--- src/rtl/fetch_sequencer_pkg.sv ---
// Shared definitions for the fetch/sequence stage of the 4-bit processor:
// opcode values, FSM phase encodings and instruction-length decode helpers.
package fetch_sequencer_pkg;

    localparam int unsigned OP_W    = 4;
    localparam int unsigned BYTE_W  = 8;
    localparam int unsigned PHASE_W = 2;

    localparam logic [OP_W-1:0] OP_NOP   = 4'h0;
    localparam logic [OP_W-1:0] OP_LOAD  = 4'h1;
    localparam logic [OP_W-1:0] OP_STORE = 4'h2;
    localparam logic [OP_W-1:0] OP_JUMP  = 4'h3;
    localparam logic [OP_W-1:0] OP_JUMPC = 4'h4;

    localparam logic [PHASE_W-1:0] PH_FETCH_OP  = 2'b00;
    localparam logic [PHASE_W-1:0] PH_FETCH_ARG = 2'b01;
    localparam logic [PHASE_W-1:0] PH_EXEC      = 2'b10;

    // Opcodes that carry a second (address low) byte.
    function automatic logic is_two_byte(input logic [OP_W-1:0] op);
        return (op == OP_LOAD) || (op == OP_STORE) ||
               (op == OP_JUMP) || (op == OP_JUMPC);
    endfunction

    // Opcodes that access the data RAM during EXEC.
    function automatic logic is_ram_op(input logic [OP_W-1:0] op);
        return (op == OP_LOAD) || (op == OP_STORE);
    endfunction

endpackage

--- src/rtl/fetch_sequencer_program_counter.sv ---
// Program counter register: sync active-low reset, enable, increment and load.
// Ports: clock, reset (active-low), enable, inc, load, load_value -> pc.
// Load wins over inc; increment wraps modulo 2^PC_W.
module program_counter #(
    parameter int unsigned    PC_W     = 12,
    parameter logic [PC_W-1:0] RESET_PC = '0
) (
    input  logic            clock,
    input  logic            reset,
    input  logic            enable,
    input  logic            inc,
    input  logic            load,
    input  logic [PC_W-1:0] load_value,
    output logic [PC_W-1:0] pc
);

    always_ff @(posedge clock) begin
        if (!reset) begin
            pc <= RESET_PC;
        end else if (enable) begin
            if (load) begin
                pc <= load_value;
            end else if (inc) begin
                pc <= pc + PC_W'(1);
            end
        end
    end

endmodule

--- src/rtl/fetch_sequencer.sv ---
// Instruction fetch/sequence stage: fetches 1- or 2-byte instructions from a
// combinational ROM, presents the RAM address {oprnd,program_byte} with
// registered chips/enableRW strobes in EXEC, and performs JUMP/JUMPC.
// Ports: clock, reset (sync active-low), enable, rom_data, jump_cond in;
//        pc_out, instr, oprnd, program_byte, chips, enableRW, phase out.
import fetch_sequencer_pkg::*;

module fetch_sequencer #(
    parameter int unsigned     PC_W     = 12,
    parameter logic [PC_W-1:0] RESET_PC = '0
) (
    input  logic               clock,
    input  logic               reset,
    input  logic               enable,
    input  logic [BYTE_W-1:0]  rom_data,
    input  logic               jump_cond,
    output logic [PC_W-1:0]    pc_out,
    output logic [OP_W-1:0]    instr,
    output logic [OP_W-1:0]    oprnd,
    output logic [BYTE_W-1:0]  program_byte,
    output logic               chips,
    output logic               enableRW,
    output logic [PHASE_W-1:0] phase
);

    logic [PHASE_W-1:0] state;
    logic [PHASE_W-1:0] state_next;
    logic [BYTE_W-1:0]  ir;
    logic [BYTE_W-1:0]  ir_next;
    logic [BYTE_W-1:0]  pb_next;
    logic               chips_next;
    logic               rw_next;
    logic               pc_inc;
    logic               pc_load;
    logic [OP_W-1:0]    op;

    assign op = ir[BYTE_W-1:OP_W];

    program_counter #(
        .PC_W     (PC_W),
        .RESET_PC (RESET_PC)
    ) u_pc (
        .clock      (clock),
        .reset      (reset),
        .enable     (enable),
        .inc        (pc_inc),
        .load       (pc_load),
        .load_value (PC_W'({ir[OP_W-1:0], program_byte})),
        .pc         (pc_out)
    );

    // State, instruction and RAM strobe registers; all hold while enable is low.
    always_ff @(posedge clock) begin
        if (!reset) begin
            state        <= PH_FETCH_OP;
            ir           <= '0;
            program_byte <= '0;
            chips        <= 1'b0;
            enableRW     <= 1'b0;
        end else if (enable) begin
            state        <= state_next;
            ir           <= ir_next;
            program_byte <= pb_next;
            chips        <= chips_next;
            enableRW     <= rw_next;
        end
    end

    // Next-state, PC control and strobe decode.
    always_comb begin
        state_next = state;
        ir_next    = ir;
        pb_next    = program_byte;
        chips_next = 1'b0;
        rw_next    = 1'b0;
        pc_inc     = 1'b0;
        pc_load    = 1'b0;
        case (state)
            PH_FETCH_OP: begin
                ir_next    = rom_data;
                pc_inc     = 1'b1;
                state_next = is_two_byte(rom_data[BYTE_W-1:OP_W]) ? PH_FETCH_ARG : PH_EXEC;
            end
            PH_FETCH_ARG: begin
                // Strobes rise on the edge entering EXEC, address already final.
                pb_next    = rom_data;
                pc_inc     = 1'b1;
                state_next = PH_EXEC;
                chips_next = is_ram_op(op);
                rw_next    = (op == OP_STORE);
            end
            PH_EXEC: begin
                state_next = PH_FETCH_OP;
                pc_load    = (op == OP_JUMP) || ((op == OP_JUMPC) && jump_cond);
            end
            default: begin
                state_next = PH_FETCH_OP;
            end
        endcase
    end

    assign instr = ir[BYTE_W-1:OP_W];
    assign oprnd = ir[OP_W-1:0];
    assign phase = state;

endmodule

--- config.mk ---
export PLATFORM = sky130hd
export DESIGN_NAME = fetch_sequencer
export DESIGN_NICKNAME = d
export VERILOG_FILES = /design/src/rtl/fetch_sequencer_pkg.sv /design/src/rtl/fetch_sequencer_program_counter.sv /design/src/rtl/fetch_sequencer.sv
export SDC_FILE = /design/constraint.sdc
export NUM_CORES = 1
export LEC_CHECK = 0
export ABC_AREA = 0
export BUFFER_PORTS_ARGS = -buffer_cell sky130_fd_sc_hd__buf_2
export CAP_MARGIN = 20
export CORE_MARGIN = 3
export CORE_UTILIZATION = 47
export CTS_CLUSTER_DIAMETER = 80
export CTS_CLUSTER_SIZE = 24
export DETAILED_ROUTE_END_ITERATION = 8
export GPL_TIMING_DRIVEN = 1
export PLACE_DENSITY = 0.75
export REMOVE_ABC_BUFFERS = 1
export SYNTH_ARGS = -nofsm -noshare
export SYNTH_HDL_FRONTEND = slang
export SYNTH_SLANG_ARGS = --single-unit
--- constraint.sdc ---
create_clock -name clock -period 1.47 [get_ports clock]
set_input_delay 0.2205 -clock clock [delete_from_list [all_inputs] [get_ports clock]]
set_output_delay 0.2205 -clock clock [all_outputs]
set_load 0.01 [all_outputs]
==> key figures, run 1 <==
Outcome
  – Status: complete, no violations

Synthesis
  – Async S/R FF share, synth: 0
  – Post-synth top flop: dfxtp_1
  – Syn Std Cell Area: ~0.0017 mm^2
  – Gate Count Post-Synth: 196
  – Synthesized flop and latch total: 32
  – Syn avg cell area: 8.484 um^2
  – Share of the yosys chip area belonging to registers: 0.3853
  – Yosys cell types: between 40 and 50
  – EDFF count, synth: 0
  – Yosys warns: 0

Critical path
  – Worst Path Max Fanout: 4
  – Worst Setup SP: u_pc.pc[0]
  – Worst EP arrival: 1.70 ns
  – Worst path required time: around 1.7 ns
  – R2R depth: 4
  – CP Capture Type: register
  – Setup CP Type: reg2reg
  – R2R Path Start: u_pc.pc[0]
  – Reg2reg end: u_pc.pc[11]
  – R2R setup slack: 0.0003 ns
  – Startpoint types: register

Floorplan
  – Die Span Y: 65.48 um
  – Die W: 65.48 um
  – I/O pin count: 44
  – # rows: 20
  – Core ar.: 0.003203 mm^2
  – DIE AREA: 0.004288 mm^2
  – Initial Utilization: 0.5191

Min path
  – Worst hold path type: in2reg
  – Worst Hold Path EP: ir[2]
  – Hold Startpoint: rom_data[2]
  – Worst hold path depth: 3

Routing
  – Routed wire length: 4952 um
  – Antenna viol nets, final: 0
  – Max layer used: met4
  – Pre-Repair DR Iteration Count: 4
  – Initial DRC count: around 130
  – Met2 wire length: roughly 2300 um
  – Drt wl/cell: 15.77 um
  – Routed met3 length: 395 um
  – DRC: 0
  – Vias per cell: 5.752
  – Vias: 1,806
  – M1 WL: 2176 um

Clock network
  – CTS sink count: 32
  – Clk_lat worst skew: 0.35 ns
  – CTS tree: yes
  – CTS buffer count: 5
  – Clock transition at the registers of the reported paths: about 0.11 ns
  – Htree depth: 2
  – Clock Path Buffers: 2
  – Clk root buf: clkbuf_4

Power
  – Static leakage: roughly 1.0 nW
  – Total power: 2.134 mW
  – Comb pwr share: 0.194
  – Clock share of power: 0.357
  – Cell-internal power: 1.556 mW
  – Sequential fraction of design power: 0.449
  – Sw frac: 0.2708
  – Pwr/cell area: 904.4 mW/mm^2
  – Peak supply drop: 0.6888 mV
  – P_sw: 578.0 uW

Finish
  – Layout Nets: 282
  – Area occupied by multi-input gates: 0.001045 mm^2
  – Most common cell after layout, fill and taps aside: buf_2
  – Fraction of layout cells with a size suffix above 1: 0.4111
  – Area added between synthesis and finish: 41.91%
  – Core Util, Final: 0.7367
  – # diodes: 0
  – Fill cells: 272
  – Register area: 651.9 um^2
  – Commonest non-fill, non-tap cells in the layout: 43 x buf_2, 32 x buf_4, 25 x dfxtp_1

STA
  – Max Slew Vio Count: 0
  – Final Skew: 0.01253 ns
  – Final worst slack: 0.0002589 ns
  – RSZ-0062 raised after global routing: yes
  – Final Cycle Share: 0.9998
  – Slew margin rel.: 0.8297
  – Final setup viols: 0
  – Max Clk Rate: 680.4 MHz
  – Worst Max-Slew Pin Slew: 0.2532 ns
  – Final Hold Viols: 0
  – Min Tclk post-route: 1.470 ns

Placed design
  – Final GP Congestion: 0.9348
  – Post-Place Setup Slack: -0.1005 ns
  – HPWL Detailed: 3577 um
  – IO Port Bufs: 43

GRT
  – GR Overflow Total: 0
  – GR Util All Layers: 0.2437
  – Number of antenna violations at the first check in global routing: 0
  – Largest net degree at the start of global routing: 16
  – Global-route wire length before repair: 7935 um
  – Vias in the first global route: 1,691

Job
  – Max-Cap Viols: 0
## power groups by stage
| stage | combinational [mW] | clock [mW] | sequential, mW |
|---|---|---|---|
| floorplan | 0.161 | 0 | 1.00 |
| global placement | 0.385 | 0 | 0.969 |
| detailed placement | 0.388 | 0 | 0.971 |
| global route | 0.453 | 0.813 | 0.966 |
| finish | 0.414 | 0.762 | 0.958 |
| CTS | 0.398 | 0.768 | 0.952 |
## sequential cells by signal, summed over array words and instances, names as in the netlist
| register | flops |
|---|---|
| program_byte | 8 |
| enableRW | 1 |
| u_pc.pc | 12 |
| ir | 8 |
| chips | 1 |
| phase | 2 |
## worst max-delay path by stage
stage / to / slack (ns) / cells after the start
floorplan: chips / -0.51 / 4
global placement: u_pc.pc[11] / -0.07 / 4
detailed placement: u_pc.pc[11] / -0.10 / 4
CTS: u_pc.pc[0] / 0.00003 / 4
global route: u_pc.pc[11] / -0.05 / 4
finish: u_pc.pc[11] / 0.0003 / 4
## worst max-delay path, cell delays in order (launching register included)
cell and delay (ns):
dfxtp_4 0.39, nand4_1 0.20, or4_1 0.52, mux2i_1 0.15
a221oi_1 0.09
## area by class of cell
type,instances,area share
clock buffers,7,0.02757
clock inverters,1,0.01273
inverters,7,0.01113
multi-input cells,146,0.4427
flip-flops and latches,32,0.2762
well taps,44,0.02333
repair buffers,77,0.2063
## cells in the mapped netlist (3+ instances only)
cell type / n / area [um^2]
o22ai_1: 5 / 31.28
and3_1: 4 / 25.02
o21ai_0: 6 / 30.03
nand2b_1: 3 / 18.77
nor3_1: 6 / 30.03
nand4_1: 3 / 18.77
buf_2: 3 / 15.01
nor2_1: 16 / 60.06
inv_1: 6 / 22.52
nand2_1: 19 / 71.32
or4_1: 4 / 30.03
a21oi_1: 10 / 50.05
clkbuf_1: 5 / 18.77
nor2b_1: 3 / 18.77
dfxtp_1: 32 / 640.6
nand3_1: 13 / 65.06
mux2i_1: 16 / 160.2
## layer usage
layer / GRT usage / up-vias
met5: 0 / -
li1: - / 870
met3: 0.07009 / 8
met4: 0.1036 / 0
met2: 0.3729 / 79
met1: 0.3189 / 849
## kinds of logic after synthesis
group,after synthesis,synth area share
adder cells (fa/ha/maj),1,0.007523
multiplexers,16,0.09631
buffers and inverters,18,0.04740
AO/OA/AOI/OAI,43,0.1881
XOR/XNOR,3,0.01580
flip-flops,32,0.3852
AND/OR/NAND/NOR,83,0.2596
## per-stage QoR
stage | instance area, um^2 | std cells | TNS, ns | hold slack [ns]
floorplan | 1610 | 185 | -5.857 | 0.3323
global placement | 2126 | 303 | -0.2005 | 0.4529
detailed placement | 2126 | 303 | -0.4016 | 0.4620
CTS | 2267 | 313 | 0 | 0.1257
global route | 2360 | 314 | -0.2221 | 0.1320
finish | 2360 | 314 | 0 | 0.1302
## timing repair
item	4_1_cts	5_1_grt
setup buffers	2	1
setup endpoints to repair	10	14
hold endpoints to repair	0	0
gates cloned	0	0
pin swaps	4	10
gates resized for setup	8	22
hold buffers	0	0
No activity file was read; power rests on OpenSTA's default activity.
==> inputs of run 2 (changes only) <==
--- a/config.mk
+++ b/config.mk
@@ -8,6 +8,7 @@
 export ABC_AREA = 0
 export BUFFER_PORTS_ARGS = -buffer_cell sky130_fd_sc_hd__buf_2
 export CAP_MARGIN = 20
+export CORE_ASPECT_RATIO = 1.1
 export CORE_MARGIN = 3
 export CORE_UTILIZATION = 47
 export CTS_CLUSTER_DIAMETER = 80
==> run 2 against run 1 <==
Net effect: highest routed layer unchanged; maximum frequency shrank 2.3%; clock skew grew 0.0017 ns; the flow now finishes with violations (negative setup slack); first-iteration DRC count grew 25%; hold slack gained 0.013 ns; design area shrank 2.2%.
==> key figures, run 2 (synthesis gave the netlist of run 1 again) <==
Outcome
  – Status: finished with violations
  – Failing checks: negative setup slack

GRT
  – GR Overflow Total: 0
  – Global-route wire length before repair: 7714 um
  – Number of antenna violations at the first check in global routing: 0
  – Largest net degree at the start of global routing: 13
  – Vias in the first global route: 1,625
  – GR Util All Layers: 0.2332

Floorplan
  – Core ar.: between 0.003 and 0.004 mm^2
  – # rows: 22
  – Die W: 62.71 um
  – Initial Utilization: 0.4952
  – I/O pin count: 44
  – DIE AREA: 0.004288 mm^2
  – Die Span Y: 68.39 um

Routing
  – DRC: 0
  – Initial DRC count: around 160
  – Vias per cell: between 5 and 6
  – Antenna viol nets, final: 0
  – Drt wl/cell: 15.16 um
  – Pre-Repair DR Iteration Count: 5
  – Vias: 1,853
  – Routed wire length: 4880 um

Finish
  – Core Util, Final: 0.6870
  – Commonest non-fill, non-tap cells in the layout: 43 x buf_2, 35 x buf_4, 26 x dfxtp_1
  – Most common cell after layout, fill and taps aside: buf_2
  – Max reg flops: 12
  – Area added between synthesis and finish: 38.75%
  – Layout Nets: between 200 and 300
  – Fraction of layout cells with a size suffix above 1: 0.3942
  – Biggest register: u_pc.pc
  – Biggest regs: u_pc.pc x12, ir x8, program_byte x8
  – Fill cells: 292
  – # diodes: 0

Critical path
  – Startpoint types: register
  – CP Capture Type: register
  – Critical path's slowest cell: dfxtp_2
  – Worst path required time: 1.68 ns
  – R2R depth: 5
  – Critical-path cell list: and4bb_4 -> o211ai_4 -> buf_6 -> mux2i_1 -> o32ai_1
  – Setup CP Type: reg2reg
  – Worst Path Max Fanout: 6
  – Slowest cell delay on critical path: 0.35 ns
  – Worst EP arrival: about 1.7 ns

Clock network
  – Clk_lat worst skew: 0.34 ns
  – Clock Path Buffers: 2
  – CTS sink count: 32
  – CTS tree: yes
  – Clk root buf: clkbuf_4
  – Htree depth: 2
  – CTS buffer count: 5
  – Clock transition at the registers of the reported paths: 0.11 ns
  – Hold Buf Count CTS: 0

Placed design
  – Final GP Congestion: around 0.94
  – HPWL Detailed: 3598 um
  – IO Port Bufs: 43
  – Post-Place Setup Slack: -0.09514 ns

STA
  – Final Cycle Share: 1.023
  – Min Tclk post-route: 1.504 ns
  – Hold Worst Slack: ~0.14 ns
  – Final setup viols: 5
  – Final worst slack: -0.03377 ns
  – Worst Max-Slew Pin Slew: approximately 0.32 ns
  – RSZ-0062 raised after global routing: yes
  – Final Skew: 0.01425 ns
  – Slew margin rel.: 0.7835
  – Final Hold Viols: 0
  – Max Slew Vio Count: 0
  – Max Clk Rate: 665.0 MHz

Power
  – Static leakage: 1.025 nW
  – Peak supply drop: 0.4818 mV
  – Total power: 1.887 mW
  – Pwr/cell area: ~800 mW/mm^2

Min path
  – Worst hold path type: in2reg
  – Worst hold path depth: 3

Job
  – Max-Cap Viols: 0
[run 2: timing repair]
action                                  in CTS  in global routing
buffers inserted                             5                  2
endpoints found under the setup margin      11                 17
pin swaps                                    4                  5
hold endpoints to repair                     0                  0
gates resized for setup                     12                 10
gates cloned                                 0                  0
[run 2: worst max-delay path: cells and delay by family, from the launching register on]
kind / cells / cell delay, ns
muxes: 1 / 0.18
buffers and inverters: 1 / 0.16
DFF: 1 / 0.35
AOI/OAI and AO/OA: 2 / 0.42
and+or+nand+nor: 1 / 0.27
[run 2: area by class of cell]
cell class / instances / area (um^2) / area share
Tap cell: 48 / 60.06 / 0.02603
Multi-Input combinational cell: 146 / 1002 / 0.4344
Timing Repair Buffer: 81 / 511.7 / 0.2218
Clock buffer: 8 / 58.81 / 0.02549
Sequential cell: 32 / 648.1 / 0.2809
Inverter: 7 / 26.28 / 0.01139
[run 2: where the power goes]
group	internal [mW]	switching (mW)	total, mW	leakage (nW)
clock network	0.236	0.285	0.521	0.0326
logic	0.191	0.216	0.407	0.730
registers	0.912	0.0467	0.959	0.263
[run 2: final timing paths]
kind / from / to / slack, ns
min: rom_data[1] / program_byte[1] / 0.14
max reg2reg: ir[5] / u_pc.pc[4] / -0.03
max: ir[5] / u_pc.pc[4] / -0.03
min reg2reg: enableRW / enableRW / 0.47
[run 2: per-stage QoR]
stage                     TNS (ns)  instance area, um^2  cells
after floorplan             -5.857                 1610    185
after global placement    -0.09076                 2118    307
after detailed placement   -0.4291                 2118    307
after CTS                        0                 2257    320
after global routing       -0.5550                 2307    322
final                      -0.1224                 2307    322
[run 2: routing by layer]
| metal | share of wire | track usage | vias to the layer above |
|---|---|---|---|
| met5 | 0 | 0 | - |
| met4 | 0.030 | 0.1185 | 0 |
| met3 | 0.070 | 0.05090 | 18 |
| met2 | 0.48 | 0.4101 | 97 |
| met1 | 0.42 | 0.2717 | 858 |
| li1 | - | - | 880 |
==> inputs of run 3 (changes only) <==
--- a/config.mk
+++ b/config.mk
@@ -10,13 +10,14 @@
 export CAP_MARGIN = 20
 export CORE_ASPECT_RATIO = 1.1
 export CORE_MARGIN = 3
-export CORE_UTILIZATION = 47
+export CORE_UTILIZATION = 46
 export CTS_CLUSTER_DIAMETER = 80
 export CTS_CLUSTER_SIZE = 24
 export DETAILED_ROUTE_END_ITERATION = 8
 export GPL_TIMING_DRIVEN = 1
-export PLACE_DENSITY = 0.75
+export PLACE_DENSITY = 0.74
 export REMOVE_ABC_BUFFERS = 1
 export SYNTH_ARGS = -nofsm -noshare
 export SYNTH_HDL_FRONTEND = slang
+export SYNTH_HIERARCHICAL = 1
 export SYNTH_SLANG_ARGS = --single-unit
==> run 3 against run 2 <==
Net effect: the flow still finishes with violations (negative setup slack); hold slack gained 0.021 ns; largest cell class unchanged; largest power group unchanged; combinational power is 21% lower; first-iteration DRC count fell by 27%; critical endpoint is now u_pc/pc[4]; clock-buffer cell count is 2 lower; wire length shrank 11%.
==> key figures, run 3 <==
Synthesis
  – Share of the yosys chip area belonging to registers: 0.4022
  – Async S/R FF share, synth: 0
  – Yosys warns: 6
  – Yosys cell types: 48
  – Count leader, synth: dfxtp_1
  – Post-synth top cells: 32 x dfxtp_1, 18 x mux2i_1, 16 x nor2b_1
  – Gate Count Post-Synth: 175
  – Syn avg cell area: 9.102 um^2
  – Syn Std Cell Area: 0.001593 mm^2
  – Share of the synthesized area in the top cell type: 0.4022
  – Synthesized flop and latch total: 32
  – Post-synth top flop: dfxtp_1
  – EDFF count, synth: 0
  – Yosys top cell by area: dfxtp_1
  – Area contributors post-synth: dfxtp_1 40%, mux2i_1 11%, nor2b_1 6.3%, nand2_1 3.1%, a31oi_1 2.4%

Finish
  – Core Util, Final: 0.6958
  – Fin cells: 297
  – Area added between synthesis and finish: 38.88%
  – Biggest regs: u_pc/pc x12, ir x8, program_byte x8
  – Commonest non-fill, non-tap cells in the layout: 43 x buf_2, 30 x dfxtp_1, 30 x buf_4
  – Layout Nets: 263
  – Biggest register: u_pc/pc
  – Fill cells: 270
  – Most common cell after layout, fill and taps aside: buf_2
  – Fraction of layout cells with a size suffix above 1: 0.3825
  – Max reg flops: 12
  – # diodes: 0

Clock network
  – CTS sink count: 32
  – CTS tree: yes
  – Clock Path Buffers: 2
  – Clk root buf: clkbuf_4
  – CTS buffer count: 5
  – Clock transition at the registers of the reported paths: 0.10 ns
  – Htree depth: 2
  – Clk_lat worst skew: 0.33 ns
  – Hold Buf Count CTS: 0

STA
  – Max Clk Rate: between 500 and 600 MHz
  – Worst Max-Slew Pin Slew: 0.4017 ns
  – Final setup viols: 12
  – Hold Worst Slack: roughly 0.16 ns
  – Min Tclk post-route: ~1.8 ns
  – Final worst slack: -0.3360 ns
  – Final Cycle Share: 1.229
  – Final Skew: 0.005776 ns
  – Max Slew Vio Count: 0
  – Final Hold Viols: 0
  – Slew margin rel.: 0.7322
  – RSZ-0062 raised after global routing: yes

Critical path
  – Worst path required time: 1.69 ns
  – CP Capture Type: register
  – Startpoint types: register
  – Worst Path Max Fanout: 5
  – Worst EP arrival: 2.03 ns
  – Setup CP Type: reg2reg

GRT
  – Vias in the first global route: 1,633
  – Largest net degree at the start of global routing: 29
  – GR Util All Layers: 0.2190
  – Number of antenna violations at the first check in global routing: 0
  – Global-route wire length before repair: 7251 um
  – GR Overflow Total: 0

Routing
  – Initial DRC count: 114
  – Antenna viol nets, final: 0
  – DRC: 0
  – Vias: roughly 1,600
  – Vias per cell: 5.488
  – Pre-Repair DR Iteration Count: 4
  – Routed wire length: approximately 4300 um
  – Drt wl/cell: between 10 and 15 um

Floorplan
  – DIE AREA: 0.004205 mm^2
  – I/O pin count: 44
  – Die Span Y: 67.72 um
  – Core ar.: between 0.003 and 0.004 mm^2
  – # rows: 21
  – Die W: just over 60 um
  – Initial Utilization: 0.5010

Placed design
  – IO Port Bufs: 43
  – Final GP Congestion: 0.8718
  – Post-Place Setup Slack: -0.3258 ns
  – HPWL Detailed: around 3200 um
  – Placed insts: 287

Outcome
  – Status: finished with violations
  – Failing checks: negative setup slack

Power
  – Total power: 1.898 mW
  – Static leakage: 1.022 nW
  – Peak supply drop: 0.5216 mV
  – Pwr/cell area: 857.9 mW/mm^2

Min path
  – Worst hold path type: in2reg

Job
  – Max-Cap Viols: 0
[run 3: changes by cell type in the layout (fill, tap and decap cells not counted), sizes merged, moves of 3 or more]
cell	change
a31oi	+4
nor2b	+13
nand2	-6
nor2	-9
nand3	-7
a21oi	-3
o22ai	-3
buf	-3
nor3	-4
a221oi	-3
[run 3: cell families after synthesis]
group,share of synthesized area
compound gates,0.1665
xor+xnor,0.01650
fa+ha+maj,0.007854
buf+inv,0.04242
flops,0.4022
mux,0.1131
simple gates,0.2514
[run 3: final timing paths]
kind | startpoint | end | slack (ns) | depth (start not counted)
max | ir[5] | u_pc/pc[4] | -0.34 | 9
min | rom_data[2] | program_byte[2] | 0.16 | 3
max reg2reg | ir[5] | u_pc/pc[4] | -0.34 | 9
min reg2reg | chips | chips | 0.50 | 2
[run 3: layout make-up]
class | count | area, um^2 | share of cell area
sequential | 32 | 643.1 | 0.2907
multi-input combinational | 128 | 910.9 | 0.4118
timing repair buffer | 78 | 505.5 | 0.2285
tap | 46 | 57.56 | 0.02602
inverter | 5 | 18.77 | 0.008484
clock buffer | 6 | 41.29 | 0.01867
clock inverter | 2 | 35.03 | 0.01584
[run 3: worst max-delay path, stage by stage, from the launching register on]
cell	delay, ns
dfxtp_2	0.34
nor4bb_2	0.29
a31oi_1	0.09
nor4_2	0.18
buf_4	0.19
buf_6	0.12
nor2_1	0.05
a22o_1	0.19
a22oi_1	0.19
nor2_1	0.06
[run 3: per-stage QoR]
step,cell area [um^2],TNS [ns]
5_1_grt,2212,-5.886
3_3_place_gp,2083,-2.841
2_1_floorplan,1544,-31.14
3_5_place_dp,2083,-3.167
6_report,2212,-3.362
4_1_cts,2198,-2.888
[run 3: where the power goes]
part | switching (mW) | total, mW | leakage (nW) | internal (mW)
clock network | 0.297 | 0.654 | 0.0422 | 0.356
registers | 0.0244 | 0.924 | 0.261 | 0.900
logic | 0.166 | 0.320 | 0.719 | 0.154
total | 0.488 | 1.90 | 1.02 | 1.41
[run 3: per-layer routing]
layer  up-vias  wire length, um  GRT usage  share of wire
li1        800                -          -              -
met1       777             1774     0.2325           0.41
met2        46             2270     0.4220           0.52
met3         7              237    0.06323          0.055
met4         0               46    0.07182          0.011
met5         -                0          0              0
[run 3: repair_timing]
action	in CTS	in global routing
buffers inserted	2	0
gates resized for setup	10	4
setup endpoints to repair	12	12
pin swaps	3	1
